--- src/rtl/if_stage.sv ---
// Instruction-fetch stage: owns the fetch PC, addresses the instruction ROM
// and latches the returned word into the IF/ID pipeline register.
//
// Ports:
//   clk, rstn        clock, asynchronous active-low reset
//   stall_if         hold PC, IF/ID and fetch count (load-use hazard)
//   redirect_valid   taken branch/jump from EX; beats stall_if and flushes IF/ID
//   redirect_pc      redirect target (low two bits dropped, flagged if non-zero)
//   im_addr          ROM word address, combinational from pc_out
//   im_instr         ROM read data, combinational from im_addr
//   pc_out           current fetch PC
//   ifid_pc/_pc4     PC (and PC+4) of the instruction held in IF/ID
//   ifid_instr       instruction held in IF/ID (NOP when bubbled)
//   ifid_valid       IF/ID holds a real instruction
//   misalign_exc     one-cycle pulse on a non-word-aligned redirect target
//   fetch_cnt        number of valid instructions latched into IF/ID
module if_stage #(
  parameter logic [31:0] RESET_PC  = 32'h0000_0000,
  parameter int unsigned IM_ADDR_W = 8,
  parameter logic [31:0] NOP_INSTR = 32'h0000_0013
) (
  input  logic                 clk,
  input  logic                 rstn,
  input  logic                 stall_if,
  input  logic                 redirect_valid,
  input  logic [31:0]          redirect_pc,
  output logic [IM_ADDR_W-1:0] im_addr,
  input  logic [31:0]          im_instr,
  output logic [31:0]          pc_out,
  output logic [31:0]          ifid_pc,
  output logic [31:0]          ifid_pc4,
  output logic [31:0]          ifid_instr,
  output logic                 ifid_valid,
  output logic                 misalign_exc,
  output logic [31:0]          fetch_cnt
);

  localparam int unsigned ROM_SHIFT = IM_ADDR_W + 2;

  logic [31:0] pc_plus4;
  logic        in_range;

  // ROM word address and range check; the PC path never looks at im_instr
  assign im_addr  = pc_out[IM_ADDR_W+1:2];
  assign pc_plus4 = pc_out + 32'd4;
  assign in_range = ((pc_out >> ROM_SHIFT) == 32'd0);

  // PC, IF/ID register, exception pulse and fetch counter
  always_ff @(posedge clk or negedge rstn) begin
    if (!rstn) begin
      pc_out       <= RESET_PC;
      ifid_pc      <= 32'd0;
      ifid_pc4     <= 32'd0;
      ifid_instr   <= NOP_INSTR;
      ifid_valid   <= 1'b0;
      misalign_exc <= 1'b0;
      fetch_cnt    <= 32'd0;
    end else if (redirect_valid) begin
      // Redirect wins over stall; ifid_pc/ifid_pc4 deliberately keep old values
      pc_out       <= {redirect_pc[31:2], 2'b00};
      ifid_instr   <= NOP_INSTR;
      ifid_valid   <= 1'b0;
      misalign_exc <= (redirect_pc[1:0] != 2'b00);
    end else if (stall_if) begin
      misalign_exc <= 1'b0;
    end else begin
      pc_out       <= pc_plus4;
      ifid_pc      <= pc_out;
      ifid_pc4     <= pc_plus4;
      misalign_exc <= 1'b0;
      if (in_range) begin
        ifid_instr <= im_instr;
        ifid_valid <= 1'b1;
        fetch_cnt  <= fetch_cnt + 32'd1;
      end else begin
        ifid_instr <= NOP_INSTR;
        ifid_valid <= 1'b0;
      end
    end
  end

endmodule

--- config.mk ---
export PLATFORM = sky130hd
export DESIGN_NAME = if_stage
export DESIGN_NICKNAME = d
export VERILOG_FILES = /design/src/rtl/if_stage.sv
export SDC_FILE = /design/constraint.sdc
export NUM_CORES = 1
export LEC_CHECK = 0
export BUFFER_PORTS_ARGS = -buffer_cell sky130_fd_sc_hd__buf_2
export CELL_PAD_IN_SITES_DETAIL_PLACEMENT = 0
export CELL_PAD_IN_SITES_GLOBAL_PLACEMENT = 2
export CORE_ASPECT_RATIO = 0.5
export CORE_MARGIN = 2
export CORE_UTILIZATION = 25
export DETAILED_ROUTE_END_ITERATION = 16
export GPL_ROUTABILITY_DRIVEN = 0
export GPL_TIMING_DRIVEN = 0
export PLACE_DENSITY = 0.69
export SYNTH_ARGS = -nofsm -noshare
export SYNTH_HDL_FRONTEND = slang
export SYNTH_SLANG_ARGS = --single-unit
--- constraint.sdc ---
create_clock -name clk -period 2.34 [get_ports clk]
set_clock_uncertainty 0.2 [all_clocks]
set_input_delay 0.234 -clock clk [delete_from_list [all_inputs] [get_ports clk]]
set_output_delay 0.234 -clock clk [all_outputs]
set_load 0.01 [all_outputs]
==> Implementation_results.wiki <==
{| class="wikitable"
! Metric !! Value
|-
| TritonCTS clock tree || built
|-
| Net Sw Frac || 0.271
|-
| Syn_area_per_cell || 10.1 sq um
|-
| Antenna violations before repair || 1
|-
| VDD IR max || 352 uV
|-
| Footprint of the flip-flops and latches || 0.00392 sq mm
|-
| Origin of the worst setup path || pc_out[30]
|-
| WL final || 24.7 mm
|-
| Cell Rows || 44
|-
| Most repeated library cell on the critical path || sky130_fd_sc_hd__buf_6
|-
| Number of clock buffers inserted by TritonCTS || 17
|-
| Share of async-settable or async-resettable flops after synthesis || 1.00
|-
| Final Hold Violating Endpoints || 0
|-
| Initial core utilization || 0.253
|-
| P_int || 5.21 mW
|-
| Depth of the worst register-to-register path || 7
|-
| Relative slew slack || 0.459
|-
| Number of flops mapped to enable cells by yosys || 0
|-
| Detail Route Antenna Nets || 0
|-
| Estimated wirelength of the detail-placed design || 17.7 mm
|-
| Area growth syn-to-layout || 44.2%
|-
| Most used flip-flop cell after synthesis || sky130_fd_sc_hd__dfrtp_1
|-
| I/O pin count || 238
|-
| Critical R2R Launch || pc_out[30]
|-
| Reg power frac || 0.431
|-
| DR vias || 6,400
|-
| Worst path arrival time || 2450 ps
|-
| Final hold slack || 55.9 ps
|-
| Transition time at the pin with the least slew margin || 811 ps
|-
| CTS clk-pin slew, worst paths || 60 ps
|-
| Clock tree sinks || 156
|-
| Power share of the clock group || 0.409
|-
| Number of distinct library cells after synthesis || 45
|-
| DRT iter0 DRCs || 340
|-
| Worst setup SP type || flip-flop
|-
| Result of the run || completed
|-
| Chain of cells forming the critical path || buf_6, nor4_2, nand4_4, or2_1, buf_6, nor3_1, xor2_1
|-
| Via count of the first global-routing pass || 6,603
|-
| Pins Over Slew Limit || 0
|-
| Area after DPL || 0.00897 sq mm
|-
| Crit path max-delay family || simple AND/OR/NAND/NOR gates
|-
| Remaining design rule violation count || 0
|-
| Setup-failing EPs final || 0
|-
| Share of cells above drive strength 1 || 0.330
|-
| Core Region || 0.0288 sq mm
|-
| Buffers from clock root to sink, at most || 2
|-
| Number of iterations in the first detailed-routing pass || 4
|-
| Unrepaired setup endpoints after global routing || true
|-
| Post-synth design cell area || 0.00727 sq mm
|-
| Count of buffering cells on the critical path with inverters included || 2
|-
| Vias per cell || 4.37
|-
| Total overflow reported by the global router || 0
|-
| Critical Setup Path Class || reg -> reg
|-
| CTS H-Tree Depth || 4
|-
| Pin count of the biggest net entering global routing || 89
|-
| Wire length of the first global-routing pass || 38.5 mm
|-
| Fraction of the cycle the final worst path needs || 0.977
|-
| Finished layout cell area || 0.0105 sq mm
|-
| Min Tclk post-route || 2290 ps
|-
| Critical path's slowest cell || sky130_fd_sc_hd__dfrtp_1
|-
| Power per standard cell area || 681 mW/mm^2
|-
| Root buf cell || sky130_fd_sc_hd__clkbuf_16
|-
| Total area of multi-input combinational cells || 0.00307 sq mm
|-
| Post-Synthesis Cells || 722
|-
| Data required, critical path || 2500 ps
|-
| Reported max-cap violation count || 0
|-
| Die area || 0.0306 sq mm
|-
| Overall Power || 7.14 mW
|-
| Leading cell types in the layout, fill and taps excluded || sky130_fd_sc_hd__buf_2, sky130_fd_sc_hd__nand2_1, sky130_fd_sc_hd__dfrtp_1, sky130_fd_sc_hd__xnor2_1, sky130_fd_sc_hd__dlygate4sd3_1
|-
| Clk_lat worst skew || 430 ps
|-
| Crit path largest cell delay || 400 ps
|-
| PortBufs || 231
|-
| CP endpoint kind || flip-flop
|-
| Static leakage power || 5.03 nW
|-
| R2R setup slack || 50 ps
|-
| Sequential-to-total area share from yosys stat || 0.537
|-
| Power spent charging and discharging nets || 1.93 mW
|-
| End of the worst register-to-register path || fetch_cnt[9]
|-
| Fill cell total of the finished layout || 2,984
|-
| Part of the total power dissipated in combinational logic || 0.160
|-
| Post-detailed-route wirelength per cell || 16.9 um
|-
| Global-route usage over all layers || 0.163
|-
| Path type of the worst min-delay path || in -> reg
|-
| DIE HEIGHT || 125 um
|-
| Most common cell after layout, fill and taps aside || sky130_fd_sc_hd__buf_2
|-
| Number of gates on the worst path with buffers counted || 7
|-
| Synth warnings || 0
|-
| End point of the critical path || fetch_cnt[9]
|-
| Register bit total from synthesis || 156
|-
| Die span in x || 245 um
|-
| Number of nets in the layout || 1,128
|-
| CP Max Fanout || 9
|-
| Max Clk Rate || 437 MHz
|}
metal layers:
metal	part of all wire	vias up	track usage
met2	0.50	108	0.275
met4	0.021	0	0.0570
met5	0	-	0
met3	0.031	30	0.0319
met1	0.44	3162	0.209
li1	-	3100	-
tightest hold or removal path: stages:
cell	delay [ps]
sky130_fd_sc_hd__buf_2	160
sky130_fd_sc_hd__inv_1	190
sky130_fd_sc_hd__nor2_1	70
registers in the layout (all words and copies together) (netlist names):
register      flops
ifid_instr       32
ifid_pc          30
fetch_cnt        32
ifid_valid        1
ifid_pc4         30
misalign_exc      1
pc_out           30
final cells by class:
type                            count  share of cell area
Clock buffer                       26              0.0476
Sequential cell                   156               0.374
Inverter                            3             0.00107
Timing Repair Buffer              314               0.190
Clock inverter                      6              0.0104
Antenna cell                        1            0.000239
Buffer                             63              0.0377
Multi-Input combinational cell    503               0.293
Tap cell                          391              0.0467
stage by stage:
step	setup TNS [ps]	cells	util	setup slack, ps
6_report	0	1463	0.364	53.3
5_1_grt	-870	1463	0.364	-70.2
4_1_cts	-686	1452	0.358	-136
3_5_place_dp	-5820	1350	0.312	-234
3_3_place_gp	-268240	1349	0.310	-1720
2_1_floorplan	0	727	-	135
synthesized netlist by cell type, types with 7 or more instances:
master                     instances  area [sq um]
sky130_fd_sc_hd__buf_2             8          40.0
sky130_fd_sc_hd__and4_1            7          61.3
sky130_fd_sc_hd__xnor2_1          71           622
sky130_fd_sc_hd__nor3_1           22           110
sky130_fd_sc_hd__a22o_1           29           254
sky130_fd_sc_hd__nand4_1          20           125
sky130_fd_sc_hd__nand2_1         176           661
sky130_fd_sc_hd__nand3_1          23           115
sky130_fd_sc_hd__o21ai_0          53           265
sky130_fd_sc_hd__nor2_1           24          90.1
sky130_fd_sc_hd__nor4_1           14          87.6
sky130_fd_sc_hd__xor2_1           15           131
sky130_fd_sc_hd__clkbuf_1         31           116
sky130_fd_sc_hd__buf_4            17           128
sky130_fd_sc_hd__dfrtp_1         153          3830
logic make-up after synthesis:
group                    synth area share
AO/OA/AOI/OAI                      0.0800
XOR/XNOR                            0.104
adder cells (fa/ha/maj)           0.00344
buffers and inverters              0.0544
flip-flops                          0.537
multiplexers                      0.00447
other                            0.000516
AND/OR/NAND/NOR                     0.216
worst min-delay path by stage:
stage	from	endpoint	slack (ps)	depth (start not counted)
floorplan	rstn	fetch_cnt[0]	-260	0
global route	redirect_valid	misalign_exc	50	3
global placement	redirect_pc[3]	pc_out[3]	250	3
finish	redirect_valid	misalign_exc	60	3
detailed placement	rstn	ifid_pc[9]	50	1
CTS	redirect_valid	pc_out[29]	20	3
power by group through the flow:
stage	combinational (mW)	clock [mW]	sequential, mW
after floorplan	0.427	0	3.19
after global placement	1.03	0	3.12
after detailed placement	1.04	0	3.12
after CTS	1.13	3.00	3.08
after global routing	1.26	3.12	3.10
final	1.14	2.92	3.07
repair_timing:
| action | CTS | global route |
|---|---|---|
| hold endpoints to repair | 131 | 0 |
| endpoints found under the setup margin | 62 | 62 |
| setup buffers | 5 | 11 |
| resized for setup | 8 | 33 |
| cloned | 0 | 1 |
| pin swaps | 5 | 7 |
| hold buffers | 65 | 0 |
No activity file was read; power rests on OpenSTA's default activity.
